`config.mk`:
```
export PLATFORM = sky130hd
export DESIGN_NAME = multicycle_ctrl_flat
export DESIGN_NICKNAME = d
export VERILOG_FILES = /design/src/rtl/multicycle_ctrl_if.sv /design/src/rtl/multicycle_ctrl.sv /design/src/flat_wrapper.sv
export SDC_FILE = /design/constraint.sdc
export NUM_CORES = 1
export LEC_CHECK = 0
export BUFFER_PORTS_ARGS = -buffer_cell sky130_fd_sc_hd__buf_2
export CORE_ASPECT_RATIO = 1.2
export CORE_UTILIZATION = 40
export DETAILED_ROUTE_END_ITERATION = 7
export GPL_TIMING_DRIVEN = 1
export PLACE_DENSITY = 0.62
export SKIP_LAST_GASP = 1
export SLEW_MARGIN = 25
export SYNTH_ARGS = -nofsm -noshare
export SYNTH_HDL_FRONTEND = slang
export SYNTH_SLANG_ARGS = --single-unit
```
`constraint.sdc`:
```
create_clock -name i_clk -period 2.4 [get_ports i_clk]
set_clock_uncertainty 0.2 [all_clocks]
set_input_delay 0.12 -clock i_clk [delete_from_list [all_inputs] [get_ports i_clk]]
set_output_delay 0.12 -clock i_clk [all_outputs]
set_load 0.05 [all_outputs]
```
`src/rtl/multicycle_ctrl_if.sv`:
```
// Sequencer <-> datapath/memory bundle: IR opcode and ALU flag in, datapath controls and memory strobes out.
// master = sequencer side, slave = datapath/memory side.
interface multicycle_ctrl_if;
  logic [6:0] i_opcode;
  logic       i_branch_taken;
  logic       i_mem_ready;
  logic       o_mem_req;
  logic       o_mem_we;
  logic       o_iord;
  logic       o_ir_write;
  logic       o_pc_write;
  logic       o_alu_src;
  logic       o_mem2reg;
  logic       o_reg_write;
  logic       o_branch;
  logic [1:0] o_alu_op;
  logic [2:0] o_state;
  logic       o_trap;

  modport master (
    input  i_opcode, i_branch_taken, i_mem_ready,
    output o_mem_req, o_mem_we, o_iord, o_ir_write, o_pc_write,
    output o_alu_src, o_mem2reg, o_reg_write, o_branch, o_alu_op, o_state, o_trap
  );

  modport slave (
    output i_opcode, i_branch_taken, i_mem_ready,
    input  o_mem_req, o_mem_we, o_iord, o_ir_write, o_pc_write,
    input  o_alu_src, o_mem2reg, o_reg_write, o_branch, o_alu_op, o_state, o_trap
  );
endinterface

```
`src/rtl/multicycle_ctrl.sv`:
```
// Multi-cycle RV32-subset sequencer: 3-5 cycles per instruction, +1 per memory wait cycle.
// Stalls in FETCH/MEM until mem_ready; a wait of TIMEOUT cycles or an illegal opcode traps until reset.
module multicycle_ctrl #(
  parameter int TIMEOUT = 15,
  parameter int CNT_W   = 4
) (
  input  logic                i_clk,
  input  logic                i_rst_n,
  multicycle_ctrl_if.master   bus
);

  typedef enum logic [2:0] {
    S_FETCH  = 3'd0,
    S_DECODE = 3'd1,
    S_EXEC   = 3'd2,
    S_MEM    = 3'd3,
    S_WB     = 3'd4,
    S_IDLE   = 3'd5,
    S_TRAP   = 3'd7
  } state_t;

  localparam logic [6:0] OP_R     = 7'b0110011;
  localparam logic [6:0] OP_LOAD  = 7'b0000011;
  localparam logic [6:0] OP_STORE = 7'b0100011;
  localparam logic [6:0] OP_BR    = 7'b1100011;

  state_t           r_state;
  state_t           w_next;
  logic [CNT_W-1:0] r_cnt;

  logic       r_mem_req;
  logic       r_mem_we;
  logic       r_iord;
  logic       r_fetch;
  logic       r_alu_src;
  logic       r_mem2reg;
  logic       r_reg_write;
  logic       r_branch;
  logic [1:0] r_alu_op;
  logic       r_trap;

  logic w_is_r;
  logic w_is_load;
  logic w_is_store;
  logic w_is_br;
  logic w_legal;
  logic w_timeout;

  assign w_is_r     = (bus.i_opcode == OP_R);
  assign w_is_load  = (bus.i_opcode == OP_LOAD);
  assign w_is_store = (bus.i_opcode == OP_STORE);
  assign w_is_br    = (bus.i_opcode == OP_BR);
  assign w_legal    = w_is_r | w_is_load | w_is_store | w_is_br;
  // Only meaningful in FETCH/MEM; ready on the last allowed wait cycle wins.
  assign w_timeout  = (r_cnt == CNT_W'(TIMEOUT - 1)) && !bus.i_mem_ready;

  always_comb begin
    w_next = r_state;
    case (r_state)
      S_IDLE:   w_next = S_FETCH;
      S_FETCH: begin
        if (bus.i_mem_ready)  w_next = S_DECODE;
        else if (w_timeout)   w_next = S_TRAP;
      end
      S_DECODE: w_next = w_legal ? S_EXEC : S_TRAP;
      S_EXEC: begin
        if (w_is_r)                      w_next = S_WB;
        else if (w_is_load | w_is_store) w_next = S_MEM;
        else if (w_is_br)                w_next = S_FETCH;
        else                             w_next = S_TRAP;
      end
      S_MEM: begin
        if (bus.i_mem_ready)  w_next = w_is_store ? S_FETCH : S_WB;
        else if (w_timeout)   w_next = S_TRAP;
      end
      S_WB:     w_next = S_FETCH;
      S_TRAP:   w_next = S_TRAP;
      default:  w_next = S_TRAP;
    endcase
  end

  // Outputs are decoded from the next state so they are glitch-free flops.
  always_ff @(posedge i_clk or negedge i_rst_n) begin
    if (!i_rst_n) begin
      r_state     <= S_IDLE;
      r_cnt       <= '0;
      r_mem_req   <= 1'b0;
      r_mem_we    <= 1'b0;
      r_iord      <= 1'b0;
      r_fetch     <= 1'b0;
      r_alu_src   <= 1'b0;
      r_mem2reg   <= 1'b0;
      r_reg_write <= 1'b0;
      r_branch    <= 1'b0;
      r_alu_op    <= 2'b00;
      r_trap      <= 1'b0;
    end else begin
      r_state <= w_next;
      if (w_next != r_state)
        r_cnt <= '0;
      else if (r_mem_req && !bus.i_mem_ready)
        r_cnt <= r_cnt + CNT_W'(1);

      r_mem_req   <= 1'b0;
      r_mem_we    <= 1'b0;
      r_iord      <= 1'b0;
      r_fetch     <= 1'b0;
      r_alu_src   <= 1'b0;
      r_mem2reg   <= 1'b0;
      r_reg_write <= 1'b0;
      r_branch    <= 1'b0;
      r_alu_op    <= 2'b00;
      r_trap      <= 1'b0;

      case (w_next)
        S_FETCH: begin
          r_mem_req <= 1'b1;
          r_fetch   <= 1'b1;
        end
        S_EXEC: begin
          if (w_is_r) begin
            r_alu_op <= 2'b10;
          end else if (w_is_load | w_is_store) begin
            r_alu_src <= 1'b1;
          end else if (w_is_br) begin
            r_alu_op <= 2'b01;
            r_branch <= 1'b1;
          end
        end
        S_MEM: begin
          r_mem_req <= 1'b1;
          r_iord    <= 1'b1;
          r_mem_we  <= w_is_store;
        end
        S_WB: begin
          r_reg_write <= 1'b1;
          r_mem2reg   <= w_is_load;
        end
        S_TRAP:  r_trap <= 1'b1;
        default: ;
      endcase
    end
  end

  assign bus.o_state     = r_state;
  assign bus.o_mem_req   = r_mem_req;
  assign bus.o_mem_we    = r_mem_we;
  assign bus.o_iord      = r_iord;
  assign bus.o_ir_write  = r_fetch & bus.i_mem_ready;
  assign bus.o_pc_write  = (r_fetch & bus.i_mem_ready) | (r_branch & bus.i_branch_taken);
  assign bus.o_alu_src   = r_alu_src;
  assign bus.o_mem2reg   = r_mem2reg;
  assign bus.o_reg_write = r_reg_write;
  assign bus.o_branch    = r_branch;
  assign bus.o_alu_op    = r_alu_op;
  assign bus.o_trap      = r_trap;

endmodule

```
`src/flat_wrapper.sv`:
```
// flat-port wrapper written by rule: the top's interface ports become plain ports
module multicycle_ctrl_flat 
#(
  parameter int TIMEOUT = 15,
  parameter int CNT_W   = 4
)
  (i_clk, i_rst_n, bus_i_opcode, bus_i_branch_taken, bus_i_mem_ready, bus_o_mem_req, bus_o_mem_we, bus_o_iord, bus_o_ir_write, bus_o_pc_write, bus_o_alu_src, bus_o_mem2reg, bus_o_reg_write, bus_o_branch, bus_o_alu_op, bus_o_state, bus_o_trap);
  multicycle_ctrl_if bus_i ();
  input  logic i_clk;
  input  logic i_rst_n;
  input wire logic [$bits(bus_i.i_opcode)-1:0] bus_i_opcode;
  input wire logic [$bits(bus_i.i_branch_taken)-1:0] bus_i_branch_taken;
  input wire logic [$bits(bus_i.i_mem_ready)-1:0] bus_i_mem_ready;
  output wire logic [$bits(bus_i.o_mem_req)-1:0] bus_o_mem_req;
  output wire logic [$bits(bus_i.o_mem_we)-1:0] bus_o_mem_we;
  output wire logic [$bits(bus_i.o_iord)-1:0] bus_o_iord;
  output wire logic [$bits(bus_i.o_ir_write)-1:0] bus_o_ir_write;
  output wire logic [$bits(bus_i.o_pc_write)-1:0] bus_o_pc_write;
  output wire logic [$bits(bus_i.o_alu_src)-1:0] bus_o_alu_src;
  output wire logic [$bits(bus_i.o_mem2reg)-1:0] bus_o_mem2reg;
  output wire logic [$bits(bus_i.o_reg_write)-1:0] bus_o_reg_write;
  output wire logic [$bits(bus_i.o_branch)-1:0] bus_o_branch;
  output wire logic [$bits(bus_i.o_alu_op)-1:0] bus_o_alu_op;
  output wire logic [$bits(bus_i.o_state)-1:0] bus_o_state;
  output wire logic [$bits(bus_i.o_trap)-1:0] bus_o_trap;
  assign bus_i.i_opcode = bus_i_opcode;
  assign bus_i.i_branch_taken = bus_i_branch_taken;
  assign bus_i.i_mem_ready = bus_i_mem_ready;
  assign bus_o_mem_req = bus_i.o_mem_req;
  assign bus_o_mem_we = bus_i.o_mem_we;
  assign bus_o_iord = bus_i.o_iord;
  assign bus_o_ir_write = bus_i.o_ir_write;
  assign bus_o_pc_write = bus_i.o_pc_write;
  assign bus_o_alu_src = bus_i.o_alu_src;
  assign bus_o_mem2reg = bus_i.o_mem2reg;
  assign bus_o_reg_write = bus_i.o_reg_write;
  assign bus_o_branch = bus_i.o_branch;
  assign bus_o_alu_op = bus_i.o_alu_op;
  assign bus_o_state = bus_i.o_state;
  assign bus_o_trap = bus_i.o_trap;
  multicycle_ctrl #(.TIMEOUT(TIMEOUT), .CNT_W(CNT_W)) u_core (.i_clk(i_clk), .i_rst_n(i_rst_n), .bus(bus_i));
endmodule
```
## After elaboration in Yosys (flattened, before gate mapping)

Cells that the tools add are included.

| storage, ports and cells | value |
|---|---|
| word-level logic and storage cells | 72 |
| output and inout port bits | 15 |
| bits in registers | 18 |

| cells by class | value |
|---|---|
| $add $sub $neg | 1 |
| eq/ne operators | 15 |
| muxes and demuxes | 29 |
| reduce and logical (&&, ||, !) cells | 8 |
| bitwise logic cells | 7 |

Operators by type and width:

| operator | count |
|---|---|
| $mux 3 | 8 |
| $mux 1 | 15 |
| $pmux 3 s5 | 1 |
| $eq 7x6->1 const B | 2 |
| $eq 3x2->1 const B | 4 |
| $eq 3x3->1 const B | 4 |
| $mux 4 | 2 |
| $eq 7x2->1 const B | 1 |
| $eq 7x7->1 const B | 1 |
| $logic_not 3->1 | 2 |
| $mux 2 | 3 |
| $or 1x1->1 | 5 |
| $add 4x1->4 const B | 1 |
| $eq 4x4->1 const B | 1 |
| $reduce_or 2->1 | 2 |
| $eq 3x1->1 const B | 1 |
| $ne 3x3->1 | 1 |
| $and 1x1->1 | 2 |
| $logic_and 1x1->1 | 2 |
| $reduce_bool 2->1 | 1 |
| $logic_not 1->1 | 1 |

## Depth between registers and ports, before layout

| logic depth | value |
|---|---|
| depth in word-level cells | 9 |
| mapped depth | 6 |

## Worst setup path before layout

OpenSTA, ideal clock, no wires.

| timing | value |
|---|---|
| path type | reg-to-reg |
| start point | register u_core.r_state[0] (netlist: u_core.bus.o_state[0]) |
| end point | register u_core.r_iord (netlist: u_core.bus.o_iord) |
| setup slack | 0.327 ns |
| arrival | 1.772 ns |
| stages on the path, launching flop included | 6 |
| setup time | 0.101 ns |
| path buffers | 1 |
| cells stage by stage | dfstp_2 > clkbuf_4 > nor2b_1 > and4_4 > or3_4 > nor4_1 |

| between the ends | value |
|---|---|
| longest elaborated chain between the ends | 5 |
| elaborated cells between the ends (all ways) | 13 |
| those cells by class | 6 x eq/ne; 5 x mux; 2 x reduce/logical |

RTL lines:

| element | RTL line | text |
|---|---|---|
| from (decl) | multicycle_ctrl.sv:27 | `state_t r_state;` |
| from (signal assigned) | multicycle_ctrl.sv:98 | `r_state <= w_next;` |
| $eq 3x3->1 or $mux 3 (tied branches) | multicycle_ctrl.sv:59, multicycle_ctrl.sv:63, multicycle_ctrl.sv:74 |  |
| $reduce_or 2->1 (no source line), or another cell as far along | -- |  |
| $pmux 3 s5 * | multicycle_ctrl.sv:59 | `case (r_state)` |
| $eq 3x2->1 * | multicycle_ctrl.sv:115 | `case (w_next)` |
| $mux 1 * | multicycle_ctrl.sv:115 |  |
| to (signal assigned) | multicycle_ctrl.sv:89 | `r_iord <= 1'b0;` |
| to (signal assigned) | multicycle_ctrl.sv:106 | `r_iord <= 1'b0;` |
| to (signal assigned) | multicycle_ctrl.sv:132 | `r_iord <= 1'b1;` |
| to (decl) | multicycle_ctrl.sv:33 | `logic r_iord;` |

Every way passes the cells marked *; elsewhere a longest branch is shown, timed or not.
A chain may end at the register's enable or synchronous reset.

## Worst setup path after layout

| timing | value |
|---|---|
| start point | register u_core.r_state[0] (netlist: u_core.bus.o_state[0]) |
| end point | register u_core.r_alu_op[0] (netlist: u_core.bus.o_alu_op[0]) |

| between the ends | value |
|---|---|
| longest elaborated chain between the ends | 5 |
| elaborated cells between the ends (all ways) | 13 |
| those cells by class | 6 x eq/ne; 5 x mux; 2 x reduce/logical |

RTL lines:

| element | RTL line | text |
|---|---|---|
| $eq 3x3->1 or $mux 3 (tied branches) | multicycle_ctrl.sv:59, multicycle_ctrl.sv:63, multicycle_ctrl.sv:74 |  |
| $reduce_or 2->1 (no source line), or another cell as far along | -- |  |
| $pmux 3 s5 * | multicycle_ctrl.sv:59 |  |
| $eq 3x2->1 * | multicycle_ctrl.sv:115 |  |
| $mux 2 * | multicycle_ctrl.sv:115 |  |
| to (signal assigned) | multicycle_ctrl.sv:112 | `r_alu_op <= 2'b00;` |
| to (signal assigned) | multicycle_ctrl.sv:122 | `r_alu_op <= 2'b10;` |
| to (signal assigned) | multicycle_ctrl.sv:126 | `r_alu_op <= 2'b01;` |
| to (decl) | multicycle_ctrl.sv:39 | `logic [1:0] r_alu_op;` |

Marks and branches as above.

==> results.yml <==
drt:
  dr.pass1.iters: 5
  drt-total-wl_um: 2078
  drtAntennaViolNets: 0
  drc: 0
  vias: 886
  avgRoutedWirePerCell_um: 12.75
  drtIter0Drc: 20
  vias_per_cell: 5.436
placed_design:
  gp_congestion: 0.7943
  hpwl_um: 1544
  placed_area_mm2: 0.001172
  io_buffers: 25
  dp_slack_ps: 347.5
global_routing:
  grt_pass1_vias: 748
  grt_max_degree: 18
  grt_pass1_wl_um: 3429
  antenna_found_initial: 0
  grt_overflow: 0
  grt_use_total_pct: 16.18
yosys:
  synth_top_family_by_area: "simple AND/OR/NAND/NOR gates"
  synth_flop_cell: "dfrtp_1"
  synth_edf_count: 0
  synth_area_leaders: "dfrtp_1 (36%), dfstp_2 (5.0%), a211oi_1 (2.9%), a2111oi_4 (2.6%), nor2_1 (2.5%)"
  ys_types: 50
  synthXorXnorAreaFrac_pct: 3.357
  yosysWarnings: 0
  synth_largest_area_cell: "dfrtp_1"
  synth.top_cell.area_share_pct: 35.97
  seq_area_frac_synth_pct: 41.01
  synth_nets: 114
  syn_area_mm2: 0.001044
  synthMuxAreaShare_pct: 0.9592
  synthArstFlopShare_pct: 100.0
  synthCells: 101
  syn_avg_cell_area_um2: 10.33
  yosys.area_share.simple_pct: 31.29
  ys_seq_elements: 17
  synth_compound_area_share_pct: 15.11
  synth-adder-area-share_pct: 2.398
layout:
  finish.utilization_pct: 52.95
  area_growth_syn_to_layout_pct: 20.62
  finalInstanceArea_mm2: 0.001259
  nets: 146
  n_antenna_cell: 0
  drive_above_1_share_pct: 31.82
worst_setup_path:
  crit_required_ps: 2430
  critical_path.slowest_cell: "dfstp_2"
  regToRegSetupSlack_ps: 160
  crit_chain: "inv_1 > nor3_1 > buf_4 > nand3_1 > nor3b_1 > dlygate4sd3_1"
  end_kind: "register"
  cp_max_fo: 12
  cp-start-kind: "register"
  criticalPathCategory: "reg2reg"
  cp.arrival_ps: 2270
  crit_path_max_incr_delay_ps: 660
die:
  die_area_mm2: 0.002818
  die_h_um: 57.95
  fp.dieW_um: 48.63
  core.rowCount: 19
  ios: 26
  core-area_mm2: 0.002377
  start_util_pct: 43.89
timing:
  worst_slack_ps: 158.0
  maxClockFrequency_ghz: 0.4460
  finalCriticalPeriod_ps: 2242
  drv_slew: 0
  maxSlewHeadroom_pct: 62.50
  setup_viol: 0
  period_share_pct: 93.42
  max_slew.worst_pin.slew_ps: 558.2
  hold_violations: 0
  setup_tns_ps: 0
  rsz0062_at_grt: "false"
clock_tree:
  clock_latency_ps: 290
  clk_pin_slew_ps: 90
  post_cts_buffers: 0
  ctsHoldBuffers: 6
  clockBufferDepth: 2
  htreeDepth: 1
  cts_root_buf: "clkbuf_4"
  cts.sinks: 17
  cts_resized: 0
  cts_made_buffers: 3
  tritoncts: "yes"
power_and_ir_drop:
  switching_power_mw: 0.6856
  switching_share_pct: 49.49
  leakagePower_nw: 0.6222
  p_int_mw: 0.6998
  powerDensity_mw_per_mm2: 1101
  seq_power_share_pct: 33.6
  ir_drop_uv: 473.6
  p_comb_share_pct: 55.6
  clockPowerShare_pct: 10.7
job:
  maxCapViolations: 0
hold_path:
  min_path_type: "in2async"
run_status:
  status: "complete, no violations"
synth_stat cells (3+ instances only):
cell type	count
a211oi_1	4
nor2_1	7
xor2_1	3
nand2_1	4
nor3_1	3
inv_1	5
dfrtp_1	15
nor2b_1	3
nor4_1	3
nand3_1	4
power by group through the flow:
stage	combinational, mW	clock, mW	sequential [mW]
6_report	0.771	0.149	0.466
5_1_grt	0.829	0.166	0.478
4_1_cts	0.767	0.151	0.465
3_5_place_dp	0.754	0	0.470
3_3_place_gp	0.760	0	0.469
2_1_floorplan	0.482	0	0.603
cell families after synthesis:
| logic type | Yosys count |
|---|---|
| buffers and inverters | 10 |
| multiplexers | 1 |
| AND/OR/NAND/NOR | 48 |
| AO/OA/AOI/OAI | 19 |
| XOR/XNOR | 4 |
| flip-flops | 17 |
| adder cells (fa/ha/maj) | 2 |
metal layers:
metal | part of all wire (%) | global-route usage, % | vias up
li1 | - | - | 431
met1 | 47 | 21.61 | 415
met2 | 46 | 25.40 | 35
met3 | 4.8 | 2.362 | 5
met4 | 2.4 | 8.824 | 0
met5 | 0 | 0 | -
worst max-delay path: cells and delay by family, from the launching register on:
kind	cells	cell delay, ps
simple gates	3	460
buf+inv	3	860
flops	1	660
registers in the layout (all words and copies together) (netlist names):
signal                  cells
u_core.bus.o_alu_op         2
u_core.bus.o_alu_src        1
u_core.bus.o_iord           1
u_core.bus.o_mem2reg        1
u_core.bus.o_mem_req        1
u_core.bus.o_mem_we         1
u_core.bus.o_reg_write      1
u_core.bus.o_state          3
u_core.bus.o_trap           1
u_core.r_cnt                4
u_core.r_fetch              1
through the flow:
| step | instances | hold slack [ps] | total power, mW |
|---|---|---|---|
| final | 163 | 68.39 | 1.385 |
| after global placement | 153 | -145.3 | 1.228 |
| after CTS | 163 | 82.15 | 1.383 |
| after global routing | 163 | 93.98 | 1.472 |
| after floorplan | 101 | -375.6 | 1.085 |
| after detailed placement | 153 | -146.2 | 1.225 |
placed cells by master (no fill, tap or decap), types with 2 or more instances in the layout:
| master | n |
|---|---|
| a211oi_1 | 4 |
| a21o_2 | 2 |
| a21oi_1 | 2 |
| buf_2 | 25 |
| clkbuf_4 | 3 |
| dfrtp_1 | 15 |
| dfstp_2 | 2 |
| dlygate4sd3_1 | 6 |
| ha_1 | 2 |
| inv_1 | 5 |
| nand2_1 | 4 |
| nand3_1 | 4 |
| nand3b_1 | 2 |
| nand4_1 | 2 |
| nor2_1 | 7 |
| nor2b_1 | 3 |
| nor3_1 | 3 |
| nor3b_1 | 2 |
| nor4_1 | 3 |
| nor4b_1 | 2 |
| or2b_1 | 2 |
| xor2_1 | 3 |
final cells by class:
type	count	area, µm²
fill	232	1119
multi-input combinational	74	554.3
sequential	17	427.9
timing repair buffer	32	192.7
tap	31	38.79
clock buffer	4	26.28
inverter	5	18.77
final timing paths:
check / start / to / depth (start not counted)
setup / recovery: u_core.bus.o_state[0] / u_core.bus.o_alu_op[0] / 6
hold / removal: i_rst_n / u_core.bus.o_mem_we / 2
setup reg to reg: u_core.bus.o_state[0] / u_core.bus.o_alu_op[0] / 6
hold reg to reg: u_core.r_cnt[1] / u_core.r_cnt[1] / 2
max in group asynchronous: i_rst_n / u_core.bus.o_state[2] / 2
min in group i_clk: bus_i_mem_ready / u_core.r_cnt[0] / 4
(Power assumes the default switching activity.)
